<file path="src/rtl/div_pkg.sv">
// Shared types and helpers for the iterative divider: state encoding, counter width,
// and modulo-2^w sign pre/post-processing on a 64-bit carrier.
package div_pkg;

  typedef enum logic [1:0] {
    IDLE  = 2'd0,
    BUSY  = 2'd1,
    FIXUP = 2'd2,
    DONE  = 2'd3
  } div_state_t;

  // Counter sized for the widest legal WIDTH so one package serves every instance.
  localparam int DIV_MAX_W = 64;
  localparam int DIV_CNT_W = $clog2(DIV_MAX_W + 1);

  function automatic logic [63:0] neg_w(input logic [63:0] v, input int w);
    logic [63:0] mask;
    mask = (w >= 64) ? '1 : ((64'd1 << w) - 64'd1);
    return (~v + 64'd1) & mask;
  endfunction

  function automatic logic [63:0] abs_w(input logic [63:0] v, input int w);
    logic [63:0] top;
    top = v >> (w - 1);
    return top[0] ? neg_w(v, w) : v;
  endfunction

endpackage

</file>
<file path="src/rtl/div_iter.sv">
// Restoring shift-subtract divider, one quotient bit per cycle, signed or unsigned per
// operation, with valid/ready handshakes on both sides and a synchronous flush.
module div_iter
  import div_pkg::*;
#(
  parameter int WIDTH = 32
) (
  input  logic             clk,
  input  logic             rst_n,
  input  logic             flush,
  input  logic             in_valid,
  output logic             in_ready,
  input  logic             in_signed,
  input  logic [WIDTH-1:0] dividend,
  input  logic [WIDTH-1:0] divisor,
  output logic             out_valid,
  input  logic             out_ready,
  output logic [WIDTH-1:0] q,
  output logic [WIDTH-1:0] r,
  output logic             dz
);

  // state | meaning
  // IDLE  | waiting for operands, in_ready high
  // BUSY  | WIDTH shift/trial-subtract steps
  // FIXUP | apply result signs
  // DONE  | result held until out_ready

  div_state_t           r_state, w_state_nxt;
  logic [WIDTH:0]       r_rem;
  logic [WIDTH-1:0]     r_quo, r_div, r_q, r_r;
  logic                 r_neg_q, r_neg_r, r_dz;
  logic [DIV_CNT_W-1:0] r_cnt;

  logic             w_accept, w_div_zero, w_last, w_ge;
  logic [WIDTH-1:0] w_abs_y, w_abs_x, w_fix_q, w_fix_r;
  logic [WIDTH:0]   w_shift, w_diff;

  assign w_accept   = in_valid && (r_state == IDLE);
  assign w_div_zero = (divisor == '0);
  assign w_last     = (r_cnt == DIV_CNT_W'(WIDTH - 1));

  assign w_abs_y = in_signed ? WIDTH'(abs_w(64'(dividend), WIDTH)) : dividend;
  assign w_abs_x = in_signed ? WIDTH'(abs_w(64'(divisor), WIDTH)) : divisor;

  // The partial remainder stays below |x|, so its top bit is always clear before the shift.
  assign w_shift = {r_rem[WIDTH-1:0], r_quo[WIDTH-1]};
  assign w_ge    = (w_shift >= {1'b0, r_div});
  assign w_diff  = w_shift - {1'b0, r_div};

  assign w_fix_q = r_neg_q ? WIDTH'(neg_w(64'(r_quo), WIDTH)) : r_quo;
  assign w_fix_r = WIDTH'(r_neg_r ? neg_w(64'(r_rem), WIDTH) : 64'(r_rem));

  always_ff @(posedge clk or negedge rst_n) begin
    if (!rst_n) r_state <= IDLE;
    else        r_state <= w_state_nxt;
  end

  always_comb begin
    w_state_nxt = r_state;
    case (r_state)
      IDLE:    if (w_accept) w_state_nxt = w_div_zero ? DONE : BUSY;
      BUSY:    if (w_last) w_state_nxt = FIXUP;
      FIXUP:   w_state_nxt = DONE;
      DONE:    if (out_ready) w_state_nxt = IDLE;
      default: w_state_nxt = IDLE;
    endcase
    if (flush) w_state_nxt = IDLE;
  end

  always_ff @(posedge clk or negedge rst_n) begin
    if (!rst_n) begin
      r_rem   <= '0;
      r_quo   <= '0;
      r_div   <= '0;
      r_cnt   <= '0;
      r_neg_q <= 1'b0;
      r_neg_r <= 1'b0;
      r_q     <= '0;
      r_r     <= '0;
      r_dz    <= 1'b0;
    end else if (!flush) begin
      case (r_state)
        IDLE: if (w_accept) begin
          r_neg_q <= in_signed & (dividend[WIDTH-1] ^ divisor[WIDTH-1]);
          r_neg_r <= in_signed & dividend[WIDTH-1];
          r_quo   <= w_abs_y;
          r_div   <= w_abs_x;
          r_rem   <= '0;
          r_cnt   <= '0;
          if (w_div_zero) begin
            r_q  <= '1;
            r_r  <= dividend;
            r_dz <= 1'b1;
          end
        end
        BUSY: begin
          r_cnt <= r_cnt + DIV_CNT_W'(1);
          r_rem <= w_ge ? w_diff : w_shift;
          r_quo <= {r_quo[WIDTH-2:0], w_ge};
        end
        FIXUP: begin
          r_q  <= w_fix_q;
          r_r  <= w_fix_r;
          r_dz <= 1'b0;
        end
        default: ;
      endcase
    end
  end

  assign in_ready  = (r_state == IDLE);
  assign out_valid = (r_state == DONE);
  assign q         = r_q;
  assign r         = r_r;
  assign dz        = r_dz;

endmodule

</file>
<file path="config.mk">
export PLATFORM = sky130hd
export DESIGN_NAME = div_iter
export DESIGN_NICKNAME = d
export VERILOG_FILES = /design/src/rtl/div_pkg.sv /design/src/rtl/div_iter.sv
export SDC_FILE = /design/constraint.sdc
export NUM_CORES = 1
export LEC_CHECK = 0
export ABC_AREA = 1
export CAP_MARGIN = 10
export CORE_MARGIN = 3
export CORE_UTILIZATION = 36
export CTS_CLUSTER_SIZE = 12
export DETAILED_ROUTE_END_ITERATION = 8
export REMOVE_ABC_BUFFERS = 1
export SYNTH_ARGS = -nofsm -noshare
export SYNTH_HDL_FRONTEND = slang
export SYNTH_SLANG_ARGS = --single-unit
</file>
<file path="constraint.sdc">
create_clock -name clk -period 3.29 [get_ports clk]
set_clock_uncertainty 0.15 [all_clocks]
set_input_delay 0.658 -clock clk [delete_from_list [all_inputs] [get_ports clk]]
set_output_delay 0.658 -clock clk [all_outputs]
set_load 0.01 [all_outputs]
</file>
==> results.sh, run 1 <==
export IMPL_grt_pass1_wl_mm=68.5
export IMPL_rsz0062_at_grt="no"
export IMPL_synth_edf_count=0
export IMPL_power_density_nw_per_um2=782
export IMPL_synthSimpleGateAreaFrac=0.372
export IMPL_die_w_um=199
export IMPL_yosys_cell_types_count=45
export IMPL_synthAdderAreaFrac=0.0398
export IMPL_fin_area_um2=15900
export IMPL_maxSlewViolCount=0
export IMPL_yosysWarnings=0
export IMPL_clock_sinks=172
export IMPL_synth_xor_area_share=0.0444
export IMPL_cap_viol_max_count=0
export IMPL_worstPathArrival_ns=2.01
export IMPL_r2r_slack_ns=0.56
export IMPL_clockBufferDepth=2
export IMPL_wl_mm=43.0
export IMPL_final_setup_tns_ns=0
export IMPL_viasPerCell=4.99
export IMPL_core_rowCount=70
export IMPL_reg2reg_depth=12
export IMPL_cts_hold_buf=0
export IMPL_status="completed"
export IMPL_ir_worst_vdd_mv=0.382
export IMPL_initial_utilization=0.366
export IMPL_setup_violations=0
export IMPL_portBuffers=136
export IMPL_synth_ff_latch_count=172
export IMPL_cp_slowest_cell="clkdlybuf4s50_1"
export IMPL_post_cts_setup_buffers=0
export IMPL_startpoint_type="register"
export IMPL_place_congestion=0.894
export IMPL_ctsResizeCount=0
export IMPL_synth_top_family_by_area="simple AND/OR/NAND/NOR gates"
export IMPL_final_cell_mix="659 x nand2_1, 287 x inv_1, 226 x nor2_1, 195 x nand3_1, 172 x dfrtp_1"
export IMPL_die_h_um=199
export IMPL_place_ws_ns=0.100
export IMPL_r2r_start="r_rem[20]$_DFFE_PN0P_"
export IMPL_drc=0
export IMPL_netlist_area_um2=13400
export IMPL_synth_flop_cell="dfrtp_1"
export IMPL_clkLatencyLatePin_ns=0.45
export IMPL_grt_total_usage=0.219
export IMPL_synthCells=2109
export IMPL_worstPathRequired_ns=2.48
export IMPL_nNetsFinal=2338
export IMPL_fin_crit_sh=0.856
export IMPL_setup_ws_ns=0.473
export IMPL_syn_avg_cell_area_um2=6.36
export IMPL_synth_compound_area_share=0.117
export IMPL_fp_dieArea_um2=39600
export IMPL_critPathMaxFanout=6
export IMPL_cp_cell_sequence="inv_1 > ha_1 > clkdlybuf4s50_1"
export IMPL_final_common_cell="nand2_1"
export IMPL_tritoncts_num_buffers=17
export IMPL_tightest_slew_ns=0.718
export IMPL_num_fill_cells=3926
export IMPL_postRouteAntennaNets=0
export IMPL_synth_async_sr_flop_share=1.00
export IMPL_placed_area_um2=15300
export IMPL_period_minus_slack_ns=2.82
export IMPL_n_antenna_cell=0
export IMPL_dp_hpwl_mm=34.8
export IMPL_via_count=13500
export IMPL_muxShareOfSynthArea=0
export IMPL_worst_path_largest_cell_delay_ns=0.63
export IMPL_whs_ns=0.00660
export IMPL_grt_pass1_vias=12900
export IMPL_io_pins=137
export IMPL_grt_overflow=0
export IMPL_maxSlewHeadroom=0.521
export IMPL_leakage_nw=8.04
export IMPL_drive_above_1_share=0.0433
export IMPL_drt_first_pass_iters=5
export IMPL_core_area_um2=36600
export IMPL_h_tree_depth=4
export IMPL_yosysSeqAreaShare=0.321
export IMPL_path_class="register to output port"
export IMPL_end_kind="output port"
export IMPL_grt_start_max_net_pins=60
export IMPL_hold_class="input port to async pin"
export IMPL_timing_fmax_mhz=355
export IMPL_wl_per_cell_um=15.9
export IMPL_utilization=0.435
export IMPL_finalHoldViolCount=0
export IMPL_syn2layout_area_growth_pct=18.8
export IMPL_reg2reg_to="r_rem[23]$_DFFE_PN0P_"
export IMPL_first_iter_violations=905
export IMPL_cts_root_buf="clkbuf_16"
export IMPL_antenna_found_initial=1
export IMPL_cts_tree="built"
export IMPL_clkTransAtPathRegs_ns=0.07
-- cells in the mapped netlist (all sizes together) (2+ instances only) --
cell      n  area [um2]
o21ai   136         696
nor4      3        18.8
nor3     28         160
nand3   199        1010
o22ai    12        75.1
clkinv    2        7.51
o31ai     4        30.0
and2      6        37.5
o21bai    2        15.0
a21oi    86         430
xor2     47         412
a31oi    22         138
dfrtp   172        4300
xnor2    21         184
buf      36         208
nand4    24         150
nor3b     3        22.5
a211oi    2        15.0
or2       4        25.0
inv     291        1090
nand2   668        2540
nand3b   13        97.6
clkbuf   29         109
o211ai   18         140
ha       41         513
nor2    234         908
-- worst max-delay path by stage --
| stage | slack (ns) | from | to | cells after the start |
|---|---|---|---|---|
| final | 0.47 | r_state[0]$_DFFE_PN0P_ | in_ready | 3 |
| after global routing | 0.26 | r_rem[20]$_DFFE_PN0P_ | r_rem[23]$_DFFE_PN0P_ | 12 |
| after CTS | 0.48 | r_state[0]$_DFFE_PN0P_ | in_ready | 3 |
| after detailed placement | 0.10 | divisor[0] | r[12]$_DFFE_PN0P_ | 13 |
| after global placement | 0.16 | divisor[0] | r[12]$_DFFE_PN0P_ | 13 |
| after floorplan | -0.59 | r_state[0]$_DFFE_PN0P_ | r_cnt[6]$_DFFE_PN0P_ | 11 |
-- through the flow --
step                std cells  power (mW)
CTS                      2707        12.5
detailed placement       2675        10.3
finish                   2707        12.4
floorplan                2044        7.70
global route             2707        13.5
global placement         2675        10.3
-- registers in the layout, summed over array words and instances, names as in the netlist --
register  cells
r_quo        32
r_neg_q       1
r_rem        32
r            32
q            32
r_neg_r       1
r_cnt         7
r_state       2
r_div        32
dz            1
-- power by group --
part | total (mW) | leakage [nW] | internal, mW | switching, mW
combinational | 6.73 | 5.68 | 2.51 | 4.22
clock | 2.14 | 0.295 | 1.21 | 0.921
sequential | 3.58 | 2.07 | 2.91 | 0.666
-- logic make-up after synthesis --
logic type | after synthesis
simple gates | 1183
xor+xnor | 68
buf+inv | 358
compound gates | 286
fa+ha+maj | 42
flops | 172
-- layout make-up --
type	instances	area, um2	area share
repair buffers	163	1630	0.102
flip-flops and latches	172	4300	0.270
clock inverters	10	130	0.00817
multi-input cells	1579	7690	0.483
well taps	468	586	0.0368
clock buffers	22	484	0.0304
inverters	293	1100	0.0691
-- critical path, delay by kind of cell (launching register included) --
kind | cells | cell delay, ns
buffers and inverters | 2 | 0.72
adder cells (fa/ha/maj) | 1 | 0.43
flip-flops | 1 | 0.41
-- routing by layer --
layer,GRT usage,routed length [um],part of all wire
met5,0,0,0
met4,0.0838,1430,0.033
met3,0.0213,1530,0.036
met2,0.380,20500,0.48
met1,0.283,19500,0.45
Power figures use the tool's default switching activity.
==> run 2, diff against run 1 <==
==> constraint.sdc (replaced) <==
create_clock -name clk -period 2.5 [get_ports clk]
set_clock_uncertainty 0.15 [all_clocks]
set_input_delay 0.5 -clock clk [delete_from_list [all_inputs] [get_ports clk]]
set_output_delay 0.5 -clock clk [all_outputs]
set_load 0.01 [all_outputs]
==> run 2 against run 1 <==
Net effect:
- cell count rose by 7.3%
- die area unchanged
- largest cell class unchanged
- critical path depth unchanged
- register-to-register slack got worse by 0.45 ns
- worst setup slack got worse by 0.40 ns
- highest routed layer unchanged
- largest power group unchanged
- via count increased by 6.4%
==> results.sh, run 2 (same netlist as run 1, synthesis figures left out) <==
export IMPL_core_area_um2=36600
export IMPL_drc=0
export IMPL_drt_first_pass_iters=5
export IMPL_leakage_nw=9.04
export IMPL_grt_pass1_vias=13700
export IMPL_portBuffers=136
export IMPL_setup_violations=0
export IMPL_h_tree_depth=4
export IMPL_grt_overflow=0
export IMPL_startpoint_type="register"
export IMPL_finalHoldViolCount=0
export IMPL_tritoncts_num_buffers=17
export IMPL_fin_crit_sh=0.969
export IMPL_grt_total_usage=0.222
export IMPL_wl_per_cell_um=15.4
export IMPL_switching_share=0.460
export IMPL_die_w_um=199
export IMPL_power_density_nw_per_um2=985
export IMPL_cap_viol_max_count=0
export IMPL_worstPathArrival_ns=1.77
export IMPL_cts_root_buf="clkbuf_16"
export IMPL_worstPathRequired_ns=1.85
export IMPL_pwr_share_comb=0.578
export IMPL_end_kind="output port"
export IMPL_place_ws_ns=-0.466
export IMPL_io_pins=137
export IMPL_initial_utilization=0.366
export IMPL_ir_worst_vdd_mv=0.510
export IMPL_viasPerCell=4.95
export IMPL_final_cell_mix="648 x nand2_1, 285 x inv_1, 223 x nor2_1, 210 x buf_4, 191 x nand3_1"
export IMPL_die_h_um=199
export IMPL_grt_pass1_wl_mm=70.2
export IMPL_path_class="register to output port"
export IMPL_maxSlewHeadroom=0.524
export IMPL_first_iter_violations=986
export IMPL_critPathMaxFanout=4
export IMPL_place_congestion=0.984
export IMPL_fin_area_um2=17800
export IMPL_core_rowCount=70
export IMPL_tightest_slew_ns=0.713
export IMPL_maxSlewViolCount=0
export IMPL_clkLatencyLatePin_ns=0.45
export IMPL_utilization=0.487
export IMPL_antenna_found_initial=0
export IMPL_drive_above_1_share=0.141
export IMPL_via_count=14400
export IMPL_status="completed"
export IMPL_n_antenna_cell=0
export IMPL_syn2layout_area_growth_pct=32.9
export IMPL_hold_depth=2
export IMPL_timing_fmax_mhz=413
export IMPL_reg2reg_depth=13
export IMPL_final_common_cell="nand2_1"
export IMPL_clkTransAtPathRegs_ns=0.07
export IMPL_switchingPower_mw=8.08
export IMPL_placed_area_um2=16700
export IMPL_fp_dieArea_um2=39600
export IMPL_p_clk_frac=0.153
export IMPL_dp_hpwl_mm=35.6
export IMPL_period_minus_slack_ns=2.42
export IMPL_r2r_slack_ns=0.11
export IMPL_hold_class="register to register"
export IMPL_postRouteAntennaNets=0
export IMPL_internal_power_mw=9.47
export IMPL_cts_tree="built"
export IMPL_setup_ws_ns=0.0774
export IMPL_num_fill_cells=3763
export IMPL_clockBufferDepth=2
export IMPL_clock_sinks=172
export IMPL_nNetsFinal=2536
export IMPL_seq_power_share=0.268
export IMPL_wl_mm=44.8
export IMPL_grt_start_max_net_pins=56
run 2: changes by cell type in the layout (fill, tap and decap cells not counted), sizes merged:
cell | before | now
dlygate4sd3 | 0 | 1
clkbuf | 22 | 19
clkinv | 5 | 7
bufinv | 2 | 0
inv | 294 | 297
buf | 28 | 223
nand2 | 668 | 669
clkinvlp | 2 | 3
run 2: what timing repair did:
item | CTS | global route
endpoints found under the setup margin | 19 | 53
pin swaps | 0 | 4
hold buffers | 1 | 0
gates cloned | 0 | 3
resized for setup | 7 | 56
setup buffers | 0 | 8
hold endpoints to repair | 48 | 0
run 2: final cells by class:
class / count / area [um2] / share of cell area
Clock inverter: 14 / 151 / 0.00850
Clock buffer: 18 / 439 / 0.0247
Timing Repair Buffer: 360 / 3200 / 0.179
Tap cell: 468 / 586 / 0.0329
Sequential cell: 172 / 4310 / 0.242
Inverter: 293 / 1100 / 0.0619
Multi-Input combinational cell: 1580 / 8030 / 0.451
run 2: layer usage:
metal,up-vias,global-route usage,share of wire
li1,7382,-,-
met1,6546,0.280,0.43
met2,373,0.396,0.49
met3,71,0.0296,0.046
met4,0,0.0679,0.025
met5,-,0,0
run 2: per-stage QoR:
| stage | total power, mW | std cells | TNS (ns) | hold WS, ns |
|---|---|---|---|---|
| after floorplan | 10.1 | 2044 | -64.89 | 0.0544 |
| after global placement | 14.3 | 2861 | -20.95 | 0.317 |
| after detailed placement | 14.4 | 2861 | -25.65 | 0.324 |
| after CTS | 17.2 | 2894 | 0 | 0.340 |
| after global routing | 19.0 | 2905 | -0.258 | 0.365 |
| final | 17.5 | 2905 | 0 | 0.336 |
run 2: power by group through the flow:
stage	Combinational [mW]	Sequential, mW	Clock [mW]
floorplan	5.40	4.73	0
global placement	9.58	4.72	0
detailed placement	9.68	4.73	0
CTS	9.74	4.69	2.73
global route	11.3	4.82	2.85
finish	10.1	4.71	2.69
run 2: worst paths after layout:
path | startpoint | end
setup / recovery | r_state[1]$_DFFE_PN0P_ | in_ready
hold / removal | r_div[5]$_DFFE_PN0P_ | r_div[5]$_DFFE_PN0P_
setup reg to reg | r_rem[21]$_DFFE_PN0P_ | r_rem[18]$_DFFE_PN0P_
hold reg to reg | r_div[5]$_DFFE_PN0P_ | r_div[5]$_DFFE_PN0P_
max in group asynchronous | rst_n | r_div[22]$_DFFE_PN0P_
min in group asynchronous | rst_n | r[3]$_DFFE_PN0P_
run 2: critical path, stage by stage, from the launching register on:
cell and delay, ns:
dfrtp_1 0.43, inv_1 0.11, ha_2 0.23, clkdlybuf4s50_1 0.56
==> run 3, diff against run 2 <==
--- a/config.mk
+++ b/config.mk
@@ -8,9 +8,11 @@
 export ABC_AREA = 1
 export CAP_MARGIN = 10
 export CORE_MARGIN = 3
-export CORE_UTILIZATION = 36
-export CTS_CLUSTER_SIZE = 12
+export CORE_UTILIZATION = 50
+export CTS_BUF_LIST = sky130_fd_sc_hd__clkbuf_8
+export CTS_CLUSTER_SIZE = 28
 export DETAILED_ROUTE_END_ITERATION = 8
+export PLACE_DENSITY = 0.74
 export REMOVE_ABC_BUFFERS = 1
 export SYNTH_ARGS = -nofsm -noshare
 export SYNTH_HDL_FRONTEND = slang
==> run 3 against run 2 <==
Net effect:
- combinational power about the same
- design area is 3.4% lower
- largest cell class unchanged
- non-clock buffer count down 24
- flip-flop and latch count is the same
- highest routed layer unchanged
- global-route usage is 8.4 points higher
- die area decreased by 27%
- via count rose by 1.4%
- critical path depth rose by 9
- count of clock-buffer cells in the layout is the same
- critical endpoint is now r_rem[0]$_DFFE_PN0P_
- cell count decreased by 5.5%
==> results.sh, run 3 (same netlist as run 1, synthesis figures left out) <==
export IMPL_final_common_cell="nand2_1"
export IMPL_num_fill_cells=2439
export IMPL_io_pins=137
export IMPL_hold_class="register to register"
export IMPL_utilization=0.657
export IMPL_placed_area_um2=16500
export IMPL_hold_start="r_div[25]$_DFFE_PN0P_"
export IMPL_clock_sinks=172
export IMPL_dp_hpwl_mm=35.7
export IMPL_worstPathArrival_ns=2.62
export IMPL_wl_per_cell_um=16.2
export IMPL_drc=0
export IMPL_tritoncts_num_buffers=17
export IMPL_cap_viol_max_count=0
export IMPL_fin_cells=2746
export IMPL_syn2layout_area_growth_pct=28.4
export IMPL_final_setup_tns_ns=0
export IMPL_grt_start_max_net_pins=56
export IMPL_cts_root_buf="clkbuf_8"
export IMPL_pwr_share_comb=0.599
export IMPL_ir_worst_vdd_mv=0.475
export IMPL_die_h_um=170
export IMPL_die_w_um=170
export IMPL_path_class="register to register"
export IMPL_fp_dieArea_um2=28800
export IMPL_regArea_um2=4310
export IMPL_status="completed"
export IMPL_core_area_um2=26200
export IMPL_maxSlewViolCount=0
export IMPL_grt_total_usage=0.306
export IMPL_wl_mm=44.6
export IMPL_portBuffers=136
export IMPL_antenna_found_initial=0
export IMPL_internal_power_mw=8.91
export IMPL_maxSlewHeadroom=0.599
export IMPL_initial_utilization=0.511
export IMPL_clockBufferDepth=2
export IMPL_switching_share=0.470
export IMPL_viasPerCell=5.30
export IMPL_nNetsFinal=2511
export IMPL_final_cell_mix="647 x nand2_1, 285 x inv_1, 222 x nor2_1, 191 x nand3_1, 185 x buf_4"
export IMPL_core_rowCount=59
export IMPL_place_congestion=1.02
export IMPL_h_tree_depth=4
export IMPL_worstPathRequired_ns=2.71
export IMPL_startpoint_type="register"
export IMPL_end_kind="register"
export IMPL_tightest_slew_ns=0.596
export IMPL_clkLatencyLatePin_ns=0.47
export IMPL_fin_area_um2=17200
export IMPL_drive_above_1_share=0.130
export IMPL_setup_violations=0
export IMPL_finalHoldViolCount=0
export IMPL_dp_cells=2711
export IMPL_critPathMaxFanout=17
export IMPL_r2r_start="r_rem[26]$_DFFE_PN0P_"
export IMPL_grt_pass1_vias=13900
export IMPL_p_clk_frac=0.125
export IMPL_leakage_nw=8.85
export IMPL_n_antenna_cell=0
export IMPL_first_iter_violations=1109
export IMPL_via_count=14600
export IMPL_period_minus_slack_ns=2.41
export IMPL_seq_power_share=0.276
export IMPL_postRouteAntennaNets=0
export IMPL_cts_tree="built"
export IMPL_timing_critical_path_from="r_rem[26]$_DFFE_PN0P_"
export IMPL_power_density_nw_per_um2=978
export IMPL_grt_pass1_wl_mm=70.5
export IMPL_switchingPower_mw=7.92
export IMPL_grt_overflow=0
export IMPL_multi_input_comb_area_um2=7930
export IMPL_finalPower_mw=16.8
export IMPL_timing_fmax_mhz=414
export IMPL_clkTransAtPathRegs_ns=0.11
export IMPL_drt_first_pass_iters=5
export IMPL_fin_crit_sh=0.966
-- run 3: cell count changes in the layout (fill, tap and decap cells not counted), sizes merged --
cell,previous run,this run
bufinv,0,2
buf,223,200
inv,297,296
nand2,669,668
clkinvlp,3,1
clkbuf,19,18
-- run 3: metrics by stage --
| step | hold WS (ns) | setup WS, ns |
|---|---|---|
| final | 0.341 | 0.0850 |
| after global placement | 0.315 | -0.292 |
| after floorplan | 0.0544 | -1.38 |
| after detailed placement | 0.318 | -0.372 |
| after CTS | 0.346 | 0.00562 |
| after global routing | 0.363 | -0.0244 |
-- run 3: final timing paths --
| path | endpoint | cells after the start | slack [ns] |
|---|---|---|---|
| setup reg to reg | r_rem[0]$_DFFE_PN0P_ | 12 | 0.09 |
| min in group asynchronous | q[4]$_DFFE_PN0P_ | 2 | 0.40 |
| setup / recovery | r_rem[0]$_DFFE_PN0P_ | 12 | 0.09 |
| hold reg to reg | r_div[25]$_DFFE_PN0P_ | 2 | 0.34 |
| max in group asynchronous | r_rem[16]$_DFFE_PN0P_ | 3 | 1.09 |
| hold / removal | r_div[25]$_DFFE_PN0P_ | 2 | 0.34 |
-- run 3: power groups by stage --
stage	combinational, mW	clock (mW)	sequential [mW]
floorplan	5.40	0	4.73
global placement	9.50	0	4.67
detailed placement	9.62	0	4.69
CTS	9.67	2.13	4.63
global route	11.2	2.22	4.77
finish	10.1	2.10	4.65
-- run 3: what timing repair did --
action	CTS	global route
pin swaps	0	1
resized for setup	2	49
hold endpoints to repair	45	0
buffers inserted	0	3
endpoints found under the setup margin	7	37
hold buffers	1	0
-- run 3: layout make-up --
class,instances,share of cell area
Clock buffer,18,0.0144
Sequential cell,172,0.250
Multi-Input combinational cell,1579,0.461
Inverter,293,0.0641
Timing Repair Buffer,336,0.177
Tap cell,335,0.0244
Clock inverter,13,0.00909
-- run 3: critical path, stage by stage, from the launching register on --
cell     delay [ns]
dfrtp_1        0.41
ha_1           0.38
nand2_2        0.14
nor2_1         0.07
inv_1          0.13
nor2_1         0.06
nand2_1        0.08
nand3_2        0.09
nor2_4         0.21
buf_4          0.26
nand3_1        0.13
nand3_1        0.12
nand2_1        0.05
-- run 3: metal layers --
layer,wire [um],share of wire,track usage
met1,18700,0.42,0.375
met4,1720,0.039,0.127
met3,2170,0.049,0.0284
met5,0,0,0
met2,22000,0.49,0.552
